File: src/rtl/node_event_scheduler.sv
// Turns parsed node lines (one source beat, then edge beats up to edge_last) into
// one-cycle mapper strobes. Optional counters: define NODE_EVENT_SCHED_STATS_EN.
module node_event_scheduler #(
  parameter int NODE_STR_WIDTH = 15,
  parameter int DONE_GUARD     = 2
) (
  input  logic                      clk,
  input  logic                      rst,
  input  logic                      src_valid,
  output logic                      src_ready,
  input  logic [NODE_STR_WIDTH-1:0] src_str,
  input  logic                      edge_valid,
  output logic                      edge_ready,
  input  logic [NODE_STR_WIDTH-1:0] edge_str,
  input  logic                      edge_last,
  input  logic                      input_done,
  output logic                      src_node_str_valid,
  output logic [NODE_STR_WIDTH-1:0] src_node_str,
  output logic                      edge_str_valid,
  output logic [NODE_STR_WIDTH-1:0] dst_node_str,
  output logic                      decoding_done_str,
  output logic                      busy
`ifdef NODE_EVENT_SCHED_STATS_EN
  ,
  output logic [15:0]               src_cnt,
  output logic [15:0]               edge_cnt,
  output logic [15:0]               stall_cnt
`endif
);

  typedef enum logic [2:0] {IDLE, SRC, EDGE, GUARD, DONE} state_t;

  localparam logic [2:0] GUARD_LAST = 3'(DONE_GUARD - 1);

  state_t     state_reg, state_next;
  logic [2:0] guard_cnt_reg;
  logic       src_accept;
  logic       edge_accept;
  logic       guard_expire;

  always_ff @(posedge clk) begin
    if (rst) begin
      state_reg          <= IDLE;
      guard_cnt_reg      <= '0;
      src_node_str_valid <= 1'b0;
      src_node_str       <= '0;
      edge_str_valid     <= 1'b0;
      dst_node_str       <= '0;
      decoding_done_str  <= 1'b0;
    end else begin
      state_reg          <= state_next;
      src_node_str_valid <= src_accept;
      edge_str_valid     <= edge_accept;
      decoding_done_str  <= guard_expire;
      if (src_accept)
        src_node_str <= src_str;
      if (edge_accept)
        dst_node_str <= edge_str;
      // Counter only runs while waiting out the guard interval.
      if (state_reg == GUARD)
        guard_cnt_reg <= guard_cnt_reg + 3'd1;
      else
        guard_cnt_reg <= '0;
    end
  end

  // Readies come from state alone so no valid-to-ready combinational path exists.
  always_comb begin
    state_next   = state_reg;
    src_ready    = 1'b0;
    edge_ready   = 1'b0;
    busy         = 1'b0;
    src_accept   = 1'b0;
    edge_accept  = 1'b0;
    guard_expire = 1'b0;
    case (state_reg)
      IDLE: state_next = SRC;
      SRC: begin
        src_ready = 1'b1;
        busy      = 1'b1;
        if (src_valid) begin
          src_accept = 1'b1;
          state_next = EDGE;
        end else if (input_done) begin
          state_next = GUARD;
        end
      end
      EDGE: begin
        edge_ready = 1'b1;
        busy       = 1'b1;
        if (edge_valid) begin
          edge_accept = 1'b1;
          if (edge_last)
            state_next = SRC;
        end
      end
      GUARD: begin
        busy = 1'b1;
        if (guard_cnt_reg == GUARD_LAST) begin
          guard_expire = 1'b1;
          state_next   = DONE;
        end
      end
      DONE: state_next = DONE;
      default: state_next = IDLE;
    endcase
  end

`ifdef NODE_EVENT_SCHED_STATS_EN
  logic stall;
  assign stall = (src_valid && !src_ready) || (edge_valid && !edge_ready);

  always_ff @(posedge clk) begin
    if (rst) begin
      src_cnt   <= '0;
      edge_cnt  <= '0;
      stall_cnt <= '0;
    end else begin
      if (src_node_str_valid && (src_cnt != 16'hFFFF))
        src_cnt <= src_cnt + 16'd1;
      if (edge_str_valid && (edge_cnt != 16'hFFFF))
        edge_cnt <= edge_cnt + 16'd1;
      if (stall && (stall_cnt != 16'hFFFF))
        stall_cnt <= stall_cnt + 16'd1;
    end
  end
`endif

endmodule

File: config.mk
export PLATFORM = sky130hd
export DESIGN_NAME = node_event_scheduler
export DESIGN_NICKNAME = d
export VERILOG_FILES = /design/src/rtl/node_event_scheduler.sv
export SDC_FILE = /design/constraint.sdc
export NUM_CORES = 1
export LEC_CHECK = 0
export CORE_AREA = 4 4 64 66
export DETAILED_ROUTE_END_ITERATION = 7
export DIE_AREA = 0 0 68 70
export PLACE_DENSITY_LB_ADDON = 0.15
export SLEW_MARGIN = 20
export SYNTH_ARGS = -nofsm -noshare
export SYNTH_HDL_FRONTEND = slang
export SYNTH_SLANG_ARGS = --single-unit
File: constraint.sdc
create_clock -name clk -period 2.8 [get_ports clk]
set_input_delay 0.56 -clock clk [delete_from_list [all_inputs] [get_ports clk]]
set_output_delay 0.56 -clock clk [all_outputs]
set_load 0.01 [all_outputs]
Word-level counts from Yosys, hierarchy flattened
Index checks and enable logic that the tools add are counted.
{ "word_totals": {"inputBits": 36, "register_bits": 39} }
{ "classes": {"n_bitwise": 1, "eq_ne": 9, "n_mux": 14, "add_sub_neg": 1, "reduce_logical": 4} }
{ "op_table": {"columns": ["op", "count"], "rows": [
  ["2-to-1 mux 3 bit", 5],
  ["case mux 3 bit (5 select lines)", 1],
  ["2-to-1 mux 1 bit", 8],
  ["== test 3 x 1 -> 1 bit, second input constant", 2],
  ["== test 3 x 2 -> 1 bit, second input constant", 2],
  ["!= test 2 bit, second input constant", 2],
  ["AND reduction 4 bit", 1],
  ["adder 3 x 1 -> 3 bit, second input constant", 1],
  ["== test 3 bit, second input constant", 1],
  ["logical NOT 3 bit", 1],
  ["!= test 3 bit, second input constant", 1],
  ["OR reduction 3 bit", 1],
  ["!= test 2 x 1 -> 1 bit, second input constant", 1],
  ["OR reduction 2 bit", 1],
  ["inverter 1 bit", 1]
]} }

Depth between registers and ports, before layout
Gate-level depths: netlist (run 1).
{ "depth": {"ltp_word": 3, "ltp_mapped": 6, "mapped_depth_nobuf": 5} }

Worst setup path before layout (run 1)
OpenSTA, ideal clock, no wires.
{ "synth_path": {"path_kind": "reg-to-output", "start": "register state_reg[0]", "end": "output port src_ready", "setup_slack_ns": 1.430, "t_arrival_ns": 0.810, "n_path_buf": 1, "required_ns": 2.240, "stages_incl_launch_ff": 4, "cell_sequence": "dfxtp_1 -> buf_2 -> nor2b_1 -> and2_1"} }
{ "synth_via": {"elab_chain_cells": 2} }
{ "synth_rtl": {"columns": ["element", "line", "source"], "rows": [
  ["from (decl)", "35", "state_t state_reg, state_next;"],
  ["from (signal assigned)", "51", "state_reg <= state_next;"],
  ["== test 3 x 1 -> 1 bit", "76", "case (state_reg)"],
  ["2-to-1 mux 1 bit", "76", null],
  ["to (decl)", "10", "output logic src_ready,"]
]} }
Every way passes these cells.

Final worst setup path (run 1)
Same ends and word-level chain as after synthesis.

==> results of run 1 <==
## area by class of cell
class / instances / share of cell area (%)
inverters: 2 / 0.334
flip-flops and latches: 39 / 34.8
well taps: 48 / 2.68
multi-input cells: 121 / 26.7
clock buffers: 6 / 1.84
repair buffers: 73 / 32.3
clock inverters: 1 / 1.34
## report_power, final
part / leakage (nW) / internal, W / switching [W]
Clock: 0.0383 / 0.000184 / 0.000172
Combinational: 0.439 / 0.000114 / 0.0000761
Sequential: 0.317 / 0.000579 / 0.0000184
## cell families (layout without fill, tap and decap cells)
group / after synthesis / in the layout / share of synthesized area, %
AO/OA/AOI/OAI: 35 / 35 / 13.6
XOR/XNOR: 1 / 1 / 0.602
adder cells (fa/ha/maj): 2 / 2 / 1.72
buffers and inverters: 15 / 82 / 5.16
flip-flops: 39 / 39 / 53.7
multiplexers: 1 / 1 / 0.774
AND/OR/NAND/NOR: 82 / 82 / 24.5
## worst max-delay path: cells and delay by family, from the launching register on
| kind | cells | cell delay (ps) |
|---|---|---|
| buffers and inverters | 1 | 530 |
| flip-flops | 1 | 500 |
| AND/OR/NAND/NOR | 2 | 390 |
## metal layers
layer	vias up	track usage, %	part of all wire [%]
li1	701	-	-
met1	590	18.7	45
met2	38	24.1	46
met3	5	5.95	7.2
met4	0	6.84	1.4
met5	-	0	0
## cell usage after synthesis
cell type   n  area, um2
buf_4       3       22.5
clkbuf_2    2       10.0
a32oi_1     1       8.76
dfxtp_1    39        781
nand2_1    61        229
nand3b_1    1       7.51
mux2_2      1       11.3
o31a_1      1       8.76
nor2b_1     3       18.8
clkbuf_1    4       15.0
nand4bb_1   2       22.5
a2111oi_2   1       15.0
buf_2       4       20.0
o211a_1     1       10.0
xnor2_1     1       8.76
inv_1       2       7.51
a21oi_1    31        155
ha_1        2       25.0
and4bb_2    2       25.0
nand2b_1    1       6.26
and2_1      1       6.26
nor2_1     11       41.3
## metrics by stage
step                      hold slack (ps)  power [W]  setup slack [ps]  cells
after floorplan                       421   0.000693              1430    175
after global placement                437   0.000801               736    283
after detailed placement              446   0.000802               712    283
after CTS                             461    0.00116               462    290
after global routing                  477    0.00120               356    290
final                                 459    0.00114               481    290
## final timing paths
path	from	to	slack, ps	cells past startpoint
hold reg to reg	src_node_str[10]	src_node_str[10]	460	2
setup / recovery	state_reg[0]	src_ready	480	3
hold / removal	src_node_str[10]	src_node_str[10]	460	2
setup reg to reg	state_reg[1]	src_node_str[2]	1280	3
==> results.sh, run 1 <==
export IMPL_irDropWorstVdd_mv=0.444
export IMPL_final_area_um2=2240
export IMPL_cts_resized=0
export IMPL_vias=1334
export IMPL_synthDistinctLibCells=22
export IMPL_synth_avg_cell_area_um2=8.32
export IMPL_grt_total_usage_pct=15.5
export IMPL_skew_ps=7.75
export IMPL_setup_viol=0
export IMPL_endpoint_kind="output pin"
export IMPL_top_regs="dst_node_str: 15 flops, src_node_str: 15 flops"
export IMPL_critical_path_max_stage_delay_ps=530
export IMPL_grt_pass1_wl_um=5650
export IMPL_final_nets=280
export IMPL_ys_ff_latch=39
export IMPL_area_growth_pct=54.3
export IMPL_cts_max_level=2
export IMPL_fp_dieArea_um2=4760
export IMPL_diodes=0
export IMPL_grt_max_degree=37
export IMPL_status="completed"
export IMPL_grt_remaining_overflow=0
export IMPL_wl_um=3470
export IMPL_tightest_slew_ps=636
export IMPL_dr_pass1_iters=4
export IMPL_rsz0062_at_grt="no"
export IMPL_grt_pass1_vias=1260
export IMPL_port_buffers=71
export IMPL_wl_per_cell_um=12.0
export IMPL_ctsHoldBuffers=0
export IMPL_maxCapViolations=0
export IMPL_fp_dieH_um=70
export IMPL_max_slew_margin_pct=57.4
export IMPL_seq_area_um2=781
export IMPL_numCtsBuffers=5
export IMPL_cpMaxStageDelayCell="clkdlybuf4s50_1"
export IMPL_ant_nets=0
export IMPL_die_w_um=68
export IMPL_synth_fp_nets=213
export IMPL_report_final_hold_viol_count=0
export IMPL_fin_util_pct=62.7
export IMPL_clock_latency_ps=330
export IMPL_worstPathMaxFanout=10
export IMPL_period_minus_slack_ps=2320
export IMPL_place_area_um2=2170
export IMPL_gp_congestion=0.819
export IMPL_layout_common_cells="clkdlybuf4s50_1 (71), nand2_1 (61), dfxtp_1 (39)"
export IMPL_layout_commonest_cell="clkdlybuf4s50_1"
export IMPL_tns_ps=0
export IMPL_p_leak_nw=0.794
export IMPL_hpwl_um=2490
export IMPL_startpoint_type="flop"
export IMPL_io_pins=72
export IMPL_clkTransAtPathRegs_ps=110
export IMPL_cts_buffer_depth=2
export IMPL_worstSetupPathType="reg -> out"
export IMPL_slew_violations=0
export IMPL_critPathRequiredTime_ps=2240
export IMPL_pwr_density_cell_nw_per_um2=509
export IMPL_cts_root_buf="clkbuf_4"
export IMPL_core_area_um2=3580
export IMPL_fin_crit_sh_pct=82.8
export IMPL_ys_seq_area_share_pct=53.7
export IMPL_start_util_pct=40.7
export IMPL_multi_input_area_um2=599
export IMPL_antenna_found_initial=0
export IMPL_synth_cell_area_um2=1460
export IMPL_fmax_mhz=431
export IMPL_syn_instance_count=175
export IMPL_min_path_type="reg -> reg"
export IMPL_drive_gt1_share_pct=4.96
export IMPL_postCtsSetupBuffers=0
export IMPL_clock_sinks=39
export IMPL_ys_warn_count=0
export IMPL_route_detailed_drc=0
export IMPL_path_cells="nor2b_1 -> and2_1 -> clkdlybuf4s50_1"
export IMPL_viasPerCell=4.60
export IMPL_fill_cells=346
export IMPL_row_count=22
export IMPL_critPathArrivalTime_ps=1760
export IMPL_tritoncts="done"
export IMPL_drt_first_iter_violations=67
Power figures use the tool's default switching activity.
==> run 2, diff against run 1 <==
- CORE_AREA: 4 4 64 66 -> 4 4 67 69
- DIE_AREA: 0 0 68 70 -> 0 0 71 73
- clock period: 2.8 -> 2.4 ns (I/O delays scaled with it)
==> results.sh, run 2 (synthesis gave the netlist of run 1 again) <==
export IMPL_r2r_start="guard_cnt_reg[1]"
export IMPL_tns_ps=0
export IMPL_cpMaxStageDelayCell="clkdlybuf4s50_1"
export IMPL_drive_gt1_share_pct=6.12
export IMPL_crit_buf_inv=1
export IMPL_core_area_um2=3910
export IMPL_slew_violations=0
export IMPL_setup_viol=0
export IMPL_fmax_mhz=462
export IMPL_wl_per_cell_um=12.1
export IMPL_io_pins=72
export IMPL_grt_total_usage_pct=14.1
export IMPL_hpwl_um=2550
export IMPL_clock_latency_ps=280
export IMPL_row_count=23
export IMPL_viasPerCell=4.54
export IMPL_layout_common_cells="clkdlybuf4s50_1 (71), nand2_1 (61), dfxtp_1 (39)"
export IMPL_dr_pass1_iters=4
export IMPL_worstSetupPathType="reg -> out"
export IMPL_path_delay_family="buffers and inverters"
export IMPL_pwr_density_cell_nw_per_um2=610
export IMPL_final_area_um2=2290
export IMPL_clock_sinks=39
export IMPL_grt_pass1_vias=1250
export IMPL_worstPathMaxFanout=10
export IMPL_final_nets=282
export IMPL_fin_crit_sh_pct=90.3
export IMPL_critPathArrivalTime_ps=1690
export IMPL_ctsHoldBuffers=0
export IMPL_area_growth_pct=57.4
export IMPL_status="completed"
export IMPL_gp_congestion=0.747
export IMPL_maxCapViolations=0
export IMPL_min_path_type="reg -> reg"
export IMPL_r2r_slack_ps=960
export IMPL_min_from="dst_node_str[3]"
export IMPL_period_minus_slack_ps=2170
export IMPL_top_regs="dst_node_str: 15 flops, src_node_str: 15 flops"
export IMPL_cts_root_buf="clkbuf_8"
export IMPL_grt_pass1_wl_um=5780
export IMPL_wl_um=3560
export IMPL_skew_ps=2.44
export IMPL_startpoint_type="flop"
export IMPL_startpoint="state_reg[0]"
export IMPL_cts_max_level=2
export IMPL_diodes=0
export IMPL_rsz0062_at_grt="no"
export IMPL_die_w_um=71
export IMPL_cts_resized=0
export IMPL_fp_dieArea_um2=5180
export IMPL_fp_dieH_um=73
export IMPL_endpoint_kind="output pin"
export IMPL_critPathRequiredTime_ps=1920
export IMPL_grt_max_degree=17
export IMPL_tightest_slew_ps=452
export IMPL_p_leak_nw=0.817
export IMPL_critical_path_max_stage_delay_ps=530
export IMPL_report_final_hold_viol_count=0
export IMPL_tritoncts="done"
export IMPL_clkTransAtPathRegs_ps=70
export IMPL_path_cells="nor2b_1 -> and2_1 -> clkdlybuf4s50_1"
export IMPL_grt_remaining_overflow=0
export IMPL_layout_commonest_cell="clkdlybuf4s50_1"
export IMPL_cts_buffer_depth=2
export IMPL_ant_nets=0
export IMPL_place_area_um2=2190
export IMPL_irDropWorstVdd_mv=0.360
export IMPL_antenna_found_initial=0
export IMPL_route_detailed_drc=0
export IMPL_max_slew_margin_pct=69.8
export IMPL_vias=1339
export IMPL_port_buffers=71
export IMPL_start_util_pct=37.2
export IMPL_postCtsSetupBuffers=0
export IMPL_numCtsBuffers=5
export IMPL_drt_first_iter_violations=66
-- run 2: cell types whose count changed in the layout (fill, tap and decap cells not counted) --
cell	before	now
buf_4	2	4
bufinv_16	1	0
clkbuf_4	5	0
clkbuf_8	0	7
-- run 2: final cells by class --
| cell class | count | area, um2 |
|---|---|---|
| fillers | 398 | 1620 |
| well taps | 50 | 62.6 |
| flip-flops and latches | 39 | 781 |
| inverters | 2 | 7.51 |
| clock buffers | 8 | 100 |
| multi-input cells | 121 | 599 |
| repair buffers | 75 | 741 |
-- run 2: layer usage --
metal  wire [um]  vias up  global-route usage, %
li1            -      702                      -
met2        1730       41                   23.4
met1        1560      592                   17.1
met4          33        0                   5.01
met3         238        4                   4.55
met5           0        -                      0
-- run 2: worst register-to-register path, stage by stage, from the launching register on --
cell       delay (ps)
dfxtp_1           330
inv_1              40
ha_1              160
nor2b_1           170
mux2_2            290
a2111oi_2         340
-- run 2: path summary, 6_finish.rpt --
path | end | depth (start not counted)
max | src_ready | 3
min | dst_node_str[3] | 2
max reg2reg | state_reg[0] | 5
min reg2reg | dst_node_str[3] | 2
-- run 2: stage by stage --
step                instances  util [%]  hold WS [ps]  total power, W  setup WS [ps]
global route              295      58.5           475         0.00146           82.3
floorplan                 175         -           421        0.000808           1070
detailed placement        287      56.0           445        0.000941            544
finish                    295      58.5           452         0.00140            233
global placement          287      56.0           438        0.000939            557
CTS                       295      58.5           455         0.00142            210
-- run 2: power breakdown --
group          switching (W)  internal [W]  total (W)
Sequential         0.0000205      0.000675   0.000696
Combinational      0.0000916      0.000135   0.000227
Clock               0.000212      0.000262   0.000474
